### src/rtl/fir_mc_pkg.sv
// Shared definitions for the multi-channel time-multiplexed FIR: state
// encoding, a constant-foldable clog2 and the reference Gaussian tap set.
package fir_mc_pkg;

   localparam logic [1:0] ST_IDLE = 2'd0;
   localparam logic [1:0] ST_MAC  = 2'd1;
   localparam logic [1:0] ST_OUT  = 2'd2;

   typedef enum logic [1:0] {
      S_IDLE = ST_IDLE,
      S_MAC  = ST_MAC,
      S_OUT  = ST_OUT
   } state_e;

   localparam int GAUSS_TAPS = 9;
   localparam int GAUSS_COEF [GAUSS_TAPS] = '{7, 17, 32, 46, 52, 46, 32, 17, 7};

   function automatic int clog2(input int value);
      int r;
      r = 0;
      while ((1 << r) < value) begin
         r = r + 1;
      end
      return r;
   endfunction

endpackage

### src/rtl/fir_mc_mac.sv
// Signed multiply-accumulate slice shared by all channels; the next
// accumulator value is exposed so the final tap can be captured on the same edge.
module fir_mac #(
   parameter int IN_W   = 16,
   parameter int COEF_W = 12,
   parameter int ACC_W  = 32
) (
   input  logic                     clk,
   input  logic                     Reset,
   input  logic                     clr_i,
   input  logic                     en_i,
   input  logic signed [IN_W-1:0]   x_i,
   input  logic signed [COEF_W-1:0] c_i,
   output logic signed [ACC_W-1:0]  sum_o
);

   localparam int PROD_W = IN_W + COEF_W;

   logic signed [PROD_W-1:0] prod_s;
   logic signed [ACC_W-1:0]  acc_q;
   logic signed [ACC_W-1:0]  acc_d;

   assign prod_s = PROD_W'(x_i) * PROD_W'(c_i);

   always_comb begin
      acc_d = acc_q;
      if (clr_i) begin
         acc_d = '0;
      end else if (en_i) begin
         acc_d = acc_q + ACC_W'(prod_s);
      end else begin
         acc_d = acc_q;
      end
   end

   always_ff @(posedge clk) begin
      if (Reset) begin
         acc_q <= '0;
      end else begin
         acc_q <= acc_d;
      end
   end

   assign sum_o = acc_d;

endmodule

### src/rtl/fir_mc.sv
// Multi-channel programmable FIR: one MAC walks the taps of the selected
// channel history, then the shifted, saturated result is held until taken.
module fir_mc
   import fir_mc_pkg::*;
#(
   parameter int IN_W     = 16,
   parameter int COEF_W   = 12,
   parameter int TAPS     = 9,
   parameter int CHANNELS = 4,
   parameter int CH_W     = (CHANNELS > 1) ? clog2(CHANNELS) : 1,
   parameter int ACC_W    = IN_W + COEF_W + clog2(TAPS),
   parameter int OUT_W    = 32,
   parameter int SHIFT    = 0
) (
   input  logic                     clk,
   input  logic                     Reset,
   input  logic                     in_valid,
   output logic                     in_ready,
   input  logic [CH_W-1:0]          in_ch,
   input  logic signed [IN_W-1:0]   Data_in,
   output logic                     out_valid,
   input  logic                     out_ready,
   output logic [CH_W-1:0]          out_ch,
   output logic signed [OUT_W-1:0]  Data_out,
   output logic                     out_sat,
   output logic                     ch_err,
   input  logic                     coef_we,
   input  logic [clog2(TAPS)-1:0]   coef_addr,
   input  logic signed [COEF_W-1:0] coef_data,
   output logic                     coef_busy
);

   localparam int CA_W  = clog2(TAPS);
   localparam int SAT_W = (ACC_W > OUT_W) ? ACC_W : OUT_W;
   localparam logic [CA_W-1:0] LAST_TAP = CA_W'(TAPS - 1);
   localparam logic [CH_W:0]   NUM_CH   = (CH_W + 1)'(CHANNELS);
   localparam logic signed [SAT_W-1:0] SAT_MAX = SAT_W'({1'b0, {(OUT_W-1){1'b1}}});
   localparam logic signed [SAT_W-1:0] SAT_MIN = ~SAT_MAX;

   state_e                   state_q, state_d;
   logic [CA_W-1:0]          tap_q, tap_d;
   logic [CH_W-1:0]          ch_q;
   logic signed [IN_W-1:0]   hist_q [CHANNELS][TAPS];
   logic signed [COEF_W-1:0] coef_q [TAPS];

   logic                     in_ready_q, out_valid_q, out_sat_q, ch_err_q, coef_busy_q;
   logic [CH_W-1:0]          out_ch_q;
   logic signed [OUT_W-1:0]  data_q;

   logic                     accept_s, ch_ok_s, load_s, coef_wr_s;
   logic                     mac_clr_s, mac_en_s, mac_last_s;
   logic signed [IN_W-1:0]   mac_x_s;
   logic signed [COEF_W-1:0] mac_c_s;
   logic signed [ACC_W-1:0]  acc_next_s;
   logic signed [ACC_W-1:0]  shifted_s;
   logic signed [SAT_W-1:0]  wide_s;
   logic signed [OUT_W-1:0]  sat_data_s;
   logic                     sat_clip_s;

   assign accept_s   = (state_q == S_IDLE) && in_valid && in_ready_q;
   assign ch_ok_s    = ({1'b0, in_ch} < NUM_CH);
   assign load_s     = accept_s && ch_ok_s;
   assign coef_wr_s  = (state_q == S_IDLE) && coef_we;
   assign mac_last_s = (state_q == S_MAC) && (tap_q == LAST_TAP);
   assign mac_x_s    = hist_q[ch_q][tap_q];
   assign mac_c_s    = coef_q[tap_q];

   always_comb begin
      state_d   = state_q;
      tap_d     = tap_q;
      mac_clr_s = 1'b0;
      mac_en_s  = 1'b0;
      case (state_q)
         S_IDLE: begin
            if (load_s) begin
               state_d   = S_MAC;
               tap_d     = '0;
               mac_clr_s = 1'b1;
            end else begin
               state_d = S_IDLE;
            end
         end
         S_MAC: begin
            mac_en_s = 1'b1;
            if (tap_q == LAST_TAP) begin
               state_d = S_OUT;
               tap_d   = '0;
            end else begin
               tap_d = tap_q + CA_W'(1);
            end
         end
         S_OUT: begin
            if (out_ready) begin
               state_d = S_IDLE;
            end else begin
               state_d = S_OUT;
            end
         end
         default: begin
            state_d = S_IDLE;
            tap_d   = '0;
         end
      endcase
   end

   fir_mac #(
      .IN_W   (IN_W),
      .COEF_W (COEF_W),
      .ACC_W  (ACC_W)
   ) u_mac (
      .clk   (clk),
      .Reset (Reset),
      .clr_i (mac_clr_s),
      .en_i  (mac_en_s),
      .x_i   (mac_x_s),
      .c_i   (mac_c_s),
      .sum_o (acc_next_s)
   );

   // Shift then clamp in a width that holds both the accumulator and the output range.
   always_comb begin
      shifted_s = acc_next_s >>> SHIFT;
      wide_s    = SAT_W'(shifted_s);
      if (wide_s > SAT_MAX) begin
         sat_data_s = SAT_MAX[OUT_W-1:0];
         sat_clip_s = 1'b1;
      end else if (wide_s < SAT_MIN) begin
         sat_data_s = SAT_MIN[OUT_W-1:0];
         sat_clip_s = 1'b1;
      end else begin
         sat_data_s = wide_s[OUT_W-1:0];
         sat_clip_s = 1'b0;
      end
   end

   always_ff @(posedge clk) begin
      if (Reset) begin
         state_q     <= S_IDLE;
         tap_q       <= '0;
         ch_q        <= '0;
         in_ready_q  <= 1'b0;
         out_valid_q <= 1'b0;
         coef_busy_q <= 1'b0;
         ch_err_q    <= 1'b0;
         out_sat_q   <= 1'b0;
         out_ch_q    <= '0;
         data_q      <= '0;
      end else begin
         state_q     <= state_d;
         tap_q       <= tap_d;
         in_ready_q  <= (state_d == S_IDLE);
         out_valid_q <= (state_d == S_OUT);
         coef_busy_q <= (state_d != S_IDLE);
         ch_err_q    <= accept_s && !ch_ok_s;
         if (load_s) begin
            ch_q <= in_ch;
         end
         if (mac_last_s) begin
            data_q    <= sat_data_s;
            out_sat_q <= sat_clip_s;
            out_ch_q  <= ch_q;
         end
      end
   end

   // Addresses at or beyond TAPS match no register, so they fall away naturally.
   always_ff @(posedge clk) begin
      if (Reset) begin
         for (int t = 0; t < TAPS; t++) begin
            coef_q[t] <= (t == 0) ? COEF_W'(1) : '0;
         end
      end else begin
         for (int t = 0; t < TAPS; t++) begin
            if (coef_wr_s && (coef_addr == CA_W'(t))) begin
               coef_q[t] <= coef_data;
            end
         end
      end
   end

   always_ff @(posedge clk) begin
      if (Reset) begin
         for (int c = 0; c < CHANNELS; c++) begin
            for (int t = 0; t < TAPS; t++) begin
               hist_q[c][t] <= '0;
            end
         end
      end else begin
         for (int c = 0; c < CHANNELS; c++) begin
            if (load_s && (in_ch == CH_W'(c))) begin
               hist_q[c][0] <= Data_in;
               for (int t = 1; t < TAPS; t++) begin
                  hist_q[c][t] <= hist_q[c][t-1];
               end
            end
         end
      end
   end

   assign in_ready  = in_ready_q;
   assign out_valid = out_valid_q;
   assign out_ch    = out_ch_q;
   assign Data_out  = data_q;
   assign out_sat   = out_sat_q;
   assign ch_err    = ch_err_q;
   assign coef_busy = coef_busy_q;

endmodule

### config.mk
export PLATFORM = sky130hd
export DESIGN_NAME = fir_mc
export DESIGN_NICKNAME = d
export VERILOG_FILES = /design/src/rtl/fir_mc_pkg.sv /design/src/rtl/fir_mc_mac.sv /design/src/rtl/fir_mc.sv
export SDC_FILE = /design/constraint.sdc
export NUM_CORES = 2
export LEC_CHECK = 0
export CAP_MARGIN = 15
export CORE_MARGIN = 2
export CORE_UTILIZATION = 25
export CTS_BUF_LIST = sky130_fd_sc_hd__clkbuf_16
export DETAILED_ROUTE_END_ITERATION = 10
export GPL_ROUTABILITY_DRIVEN = 0
export PLACE_DENSITY_LB_ADDON = 0.2
export RECOVER_POWER = 25
export SLEW_MARGIN = 20
export SYNTH_ARGS = -nofsm -noshare
export SYNTH_HDL_FRONTEND = slang
export SYNTH_HIERARCHICAL = 1
export SYNTH_SLANG_ARGS = --single-unit
### constraint.sdc
create_clock -name clk -period 20.3 [get_ports clk]
set_clock_uncertainty 0.1 [all_clocks]
set_input_delay 2.03 -clock clk [delete_from_list [all_inputs] [get_ports clk]]
set_output_delay 2.03 -clock clk [all_outputs]
set_load 0.01 [all_outputs]
# Word-level counts from Yosys, hierarchy flattened
# Memory sizes are Yosys's and may differ from the RTL's. A register that Yosys moved wholly into a read port is not among the register bits.
# Cells that the tools add are included.
[classes] addsub=2 n_mul=1 n_lt_le_gt_ge=3 eq_ne=16 mux=109 n_bitwise=47 n_reduce_logical=23
[ops] cell="two-way mux 16 bit" count=38
[ops] cell="two-way mux 32 bit" count=4
[ops] cell="two-way mux 12 bit" count=9
[ops] cell="binary-select mux 16 bit (select 4 bit)" count=1
[ops] cell="two-way mux 1 bit" count=47
[ops] cell="OR 1 bit" count=45
[ops] cell="adder 32 x 28 -> 32 bit" count=1
[ops] cell="> comparator 32 bit (second input constant)" count=1
[ops] cell="less-than comparator 32 bit (second input constant)" count=1
[ops] cell="multiplier 16 x 12 -> 28 bit" count=1
[ops] cell="logical AND 1 bit" count=17
[ops] cell="equality test 4 x 3 -> 1 bit (second input constant)" count=4
[ops] cell="two-way mux 4 bit" count=4
[ops] cell="one-hot mux 4 bit (3 select lines)" count=1
[ops] cell="equality test 2 bit (second input constant)" count=4
[ops] cell="equality test 4 x 2 -> 1 bit (second input constant)" count=2
[ops] cell="equality test 4 bit (second input constant)" count=2
[ops] cell="two-way mux 2 bit" count=4
[ops] cell="zero test 2 bit" count=3
[ops] cell="one-hot mux 2 bit (3 select lines)" count=1
[ops] cell=">= comparator 5 bit (second input constant)" count=1
[ops] cell="NOT 4 -> 5 bit" count=1
[ops] cell="adder 4 x 1 -> 4 bit (second input constant)" count=1
[ops] cell="equality test 2 x 1 -> 1 bit (second input constant)" count=2
[ops] cell="6 further kinds" count=6
[totals] register_bits=78 ramBits=684 inputBits=39 output_inout_bits=39 wordCells=213 n_memories=2
[mem_list] name="hist_q" depth=4 word_bits=144 rd=5 rd_clocked_by_memory_dff=1 wr=4 line="fir_mc.sv:43" rtl="logic signed [IN_W-1:0] hist_q [CHANNELS][TAPS];"
[mem_list] name="coef_q" depth=9 word_bits=12 rd=1 rd_clocked_by_memory_dff=1 wr=9 line="fir_mc.sv:44" rtl="logic signed [COEF_W-1:0] coef_q [TAPS];"

# Logic depth before layout (Yosys ltp)
[depth] ltp_word=11 ltp_mapped=33 depth_no_buf=27

# Modules after synthesis
# The synthesis kept the hierarchy.
[by_module_without_submodules] module="fir_mc" n_inst=1 cells_per_inst=2046 area_per_inst_um2=31964.4
[by_module_without_submodules] module="fir_mac" n_inst=1 cells_per_inst=1098 area_per_inst_um2=9889.5

# Worst setup path before layout
# OpenSTA, ideal clock, no wires.
[synth_path] path_kind="input-to-reg" from="in in_valid" to="mem hist_q[0][0] (netlist name), enable pin" setup_ps=861 arrival_time_ps=12910 path_slack_ps=6429 path_stages=3 n_path_buf=1 path_cell_list="nand3_1 > clkbuf_1 > o31ai_1"
[synth_rtl] item="start, declared" line="fir_mc.sv:17" rtl="input logic in_valid,"
[synth_rtl] item="end, declared" line="fir_mc.sv:43"

# Final worst setup path
[layout_path] from="reg tap_q[0]" to="reg data_q[27] (netlist: Data_out[27])"
[layout_between] elab_chain_len=11 elab_cells_between_ends=14 classes_between="1 x add/sub; 1 x mul; 2 x order compare; 1 x eq/ne; 7 x mux; 1 x bitwise; 1 x reduce/logical"
[layout_lines] item="start, declared" line="fir_mc.sv:41" rtl="logic [CA_W-1:0] tap_q, tap_d;"
[layout_lines] item="start signal, assigned" line="fir_mc.sv:150" rtl="tap_q <= tap_d;"
[layout_lines] item="NOT 4 -> 5 bit (not written as such) (*)" line="fir_mc.sv:65" rtl="assign mac_x_s = hist_q[ch_q][tap_q];"
[layout_lines] item="binary-select mux 16 bit (select 4 bit) (*)" line="fir_mc.sv:65"
[layout_lines] item="two-way mux 16 bit (not written as such) (*) (2 in series)" line="fir_mc.sv:65"
[layout_lines] item="named net mac_x_s[4]" line="fir_mc.sv:52" rtl="logic signed [IN_W-1:0] mac_x_s;"
[layout_lines] item="multiplier 16 x 12 -> 28 bit (*)" line="fir_mc_mac.sv:23" rtl="assign prod_s = PROD_W'(x_i) * PROD_W'(c_i);"
[layout_lines] item="adder 32 x 28 -> 32 bit (*)" line="fir_mc_mac.sv:30" rtl="acc_d = acc_q + ACC_W'(prod_s);"
[layout_lines] item="two-way mux 32 bit (*)" line="fir_mc_mac.sv:29" rtl="end else if (en_i) begin"
[layout_lines] item="two-way mux 32 bit (*)" line="fir_mc_mac.sv:27" rtl="if (clr_i) begin"
[layout_lines] item="named net acc_next_s[27]" line="fir_mc.sv:54" rtl="logic signed [ACC_W-1:0] acc_next_s;"
[layout_lines] item="less-than comparator 32 bit" line="fir_mc.sv:127" rtl="end else if (wide_s < SAT_MIN) begin"
[layout_lines] item="two-way mux 32 bit" line="fir_mc.sv:127"
[layout_lines] item="two-way mux 32 bit (*)" line="fir_mc.sv:124" rtl="if (wide_s > SAT_MAX) begin"
[layout_lines] item="end signal, assigned" line="fir_mc.sv:159" rtl="data_q <= sat_data_s;"
[layout_lines] item="end, declared" line="fir_mc.sv:48" rtl="logic signed [OUT_W-1:0] data_q;"
# The timed path passes the listed nets; every way through them passes the cells marked *. The select of a mux whose other input is x is not followed.
# A chain may end at the register's enable or synchronous reset.

==> reports/metrics.yaml <==
cts:
  cts_inserted_buffers: 90
  cts_resized: 0
  root_buffer: "clkbuf_16"
  post-cts-setup-buffers: 0
  clk_pin_slew_ps: 60
  htreeDepth: 3
  clock-sinks: 768
  postCtsHoldBufs: 0
  clkLatencyLatePin_ps: 700
  clockBufferDepth: 3
  cts_tree: "done"
yosys:
  ys_ff_latch: 768
  ys_async_sr_fraction_pct: 0
  synth_area_leader_cell: "edfxtp_1"
  synth_cells: 3144
  synth_fa_ha_area_share_pct: 13.21
  synthesis.nets: 3491
  netlist_area_mm2: 0.04185
  netlist.area_leader.share_pct: 49.07
  yosysSeqAreaShare_pct: 53.09
  synth_mux_area_share_pct: 9.886
  syn_area_per_cell_um2: 13.31
  synth_compound_area_share_pct: 5.082
  synthTopCellsByCount: "edfxtp_1, and2_1, nand2_1, fa_1, inv_1"
  synth_simple_gate_area_share_pct: 14.09
  ys.flop_type: "edfxtp_1"
  yosysWarningCount: 6
  yosys.area_share.xor_xnor_pct: 0.5232
  synth_top_family_by_area: "simple AND/OR/NAND/NOR gates"
  netlist-cell-type-count: 75
  synthTopCellsByArea: "edfxtp_1, fa_1, and2_1"
  synth_edf_count: 684
  yosysMostFrequentCell: "edfxtp_1"
worst_setup_path:
  critPathMaxStageDelay_ps: 1570
  worst_path_most_repeated_cell: "fa_1"
  critPathKind: "flip-flop to flip-flop"
  path_cells: "clkbuf_1 -> clkinv_1 -> a221oi_1 -> o32ai_4 -> and2_1 -> fa_1 -> inv_1 -> fa_1 -> inv_1 -> fa_1 -> fa_1 -> fa_1 -> fa_1 -> ha_1 -> a21oi_1 -> o21ai_0 -> o21a_1 -> o41ai_1 -> o211ai_1 -> o41ai_1 -> nor3_1 -> nand2_1 -> a21oi_1"
  start_kind: "flip-flop"
  worstPathMaxFanout: 23
  end_kind: "flip-flop"
  critical_path_buf_inv_count: 4
  cp_data_required_time_ps: 20740
  arrival_ps: 11250
  cp_top_family: "adder cells"
  worst_path_max_delay_cell: "clkinv_1"
route:
  wl_um: 111200
  ant_nets: 0
  vias_per_cell: 4.379
  num_vias: 23912
  drtPass1Iterations: 5
  drc: 0
  drt_iter0_drc: 1485
  wl_per_cell_um: 20.36
pwr:
  clockPowerShare_pct: 21.3
  p_sw_mw: 3.041
  cellPowerDensity_mw_per_mm2: 150.2
  p_comb_share_pct: 53.1
  p_sw_share_pct: 42.22
  vdd_drop_max_mv: 0.1653
  power.leakage_nw: 17.72
  p_int_mw: 4.161
  seqPwrFrac_pct: 25.7
final_layout:
  synthToLayoutAreaGrowth_pct: 14.55
  fin_util_pct: 28.77
  nets: 3533
  layout-drive-gt1-share_pct: 10.81
global_route:
  overflow: 0
  grt_pass1_vias: 26093
  grt_usage_pct: 13.24
  antenna_found_initial: 4
  grt_max_degree: 138
  grt_pass1_wl_um: 170600
timing:
  slew_viol_final: 329
  finalSetupTns_ps: 0
  fmax_ghz: 0.09251
  worstMarginPinSlew_ps: 2833
  layout_min_cycle_time_ps: 10810
  finalCritPeriodShare_pct: 53.25
  hold_viol_final: 0
  setup_viol: 0
  rsz0062_at_grt: "no"
  slew_headroom_pct: -88.84
placement:
  dp_hpwl_um: 69120
  port_buffers: 76
floorplan:
  pin_count: 78
  start_util_pct: 25.11
  rows: 150
  core-area_mm2: 0.1667
  die_h_um: 413.2
  die_area_mm2: 0.1707
  die_x_um: 413.2
status:
  violations: "max-capacitance violations, max-slew violations"
  status: "complete, but fails checks"
job:
  max_cap_violations: 16
min_path:
  hold_class: "flip-flop to flip-flop"
[logic make-up after synthesis]
kind of cell / after synthesis
fa+ha+maj: 308
mux: 259
compound gates: 296
buf+inv: 412
other cells: 1
simple gates: 1075
flops: 768
xor+xnor: 25
[final cells by class]
class / instances / area (um2)
Clock inverter: 68 / 454.2
Inverter: 220 / 825.8
Sequential cell: 768 / 22230
Tap cell: 2204 / 2758
Multi-Input combinational cell: 1964 / 18080
Clock buffer: 93 / 2327
Antenna cell: 1 / 2.502
Fill cell: 17045 / 118700
Timing Repair Buffer: 142 / 1262
[worst register-to-register path, cell delays in order, from the launching register on]
cell and delay (ps):
dfxtp_1 310, clkbuf_1 1430, clkinv_1 1580, a221oi_1 930
o32ai_4 330, and2_1 280, fa_1 500, inv_1 50
fa_1 520, inv_1 50, fa_1 520, fa_1 520
fa_1 520, fa_1 430, ha_1 370, a21oi_1 150
o21ai_0 230, o21a_1 310, o41ai_1 880, o211ai_1 200
o41ai_1 140, nor3_1 100, nand2_1 150, a21oi_1 70
[power by group through the flow]
| stage | sequential (mW) | combinational, mW | clock, mW |
|---|---|---|---|
| after floorplan | 1.88 | 2.84 | 0 |
| after global placement | 1.88 | 3.84 | 0 |
| after detailed placement | 1.88 | 3.81 | 0 |
| after CTS | 1.85 | 3.85 | 1.58 |
| after global routing | 1.86 | 4.35 | 1.63 |
| final | 1.85 | 3.82 | 1.53 |
[layer usage]
layer  wire length, um  global-route usage [%]  part of all wire (%)
met5                 0                       0                     0
met4              1907                   2.771                   1.7
met3              3977                   1.964                   3.6
met2             50290                   20.93                    45
met1             54980                   19.15                    49
[per-stage QoR]
stage / setup WS (ps) / std cells / hold WS [ps] / instance area, um2 / power [mW]
finish: 9491 / 5460 / 349.3 / 47940 / 7.202
global route: 8836 / 5459 / 365.1 / 47940 / 7.847
CTS: 10290 / 5458 / 354.0 / 48100 / 7.280
detailed placement: 10320 / 5297 / 346.3 / 45320 / 5.693
global placement: 10330 / 5296 / 343.6 / 45270 / 5.720
floorplan: 6429 / 3144 / 332.1 / 41850 / 4.729
[placed cells by master, fill, tap and decap left out, types with 43 or more instances in the layout]
cell,Yosys,layout
a21oi_1,90,90
and2_0,0,72
and2_1,663,590
buf_4,12,54
clkbuf_16,0,93
dfxtp_1,84,82
dlygate4sd3_1,0,43
edfxtp_1,684,684
fa_1,223,223
ha_1,85,85
inv_1,218,235
mux2i_1,122,122
mux4_2,122,122
nand2_1,236,236
nor2_1,84,83
[registers in the layout, summed over array words and instances (netlist names), named ones only]
name / flops
Data_out: 32
ch_q: 2
coef_busy: 1
coef_q: 108
hist_q: 576
in_ready: 1
out_ch: 2
out_sat: 1
out_valid: 1
state_q: 2
tap_q: 4
u_mac/acc_q: 32
[final timing paths]
kind / startpoint / to / slack [ps] / cells past startpoint
max: tap_q[0] / Data_out[27] / 9490 / 23
min: Data_out[17] / Data_out[17] / 350 / 2
min reg2reg: Data_out[17] / Data_out[17] / 350 / 2
max reg2reg: tap_q[0] / Data_out[27] / 9490 / 23
(Power assumes the default switching activity.)
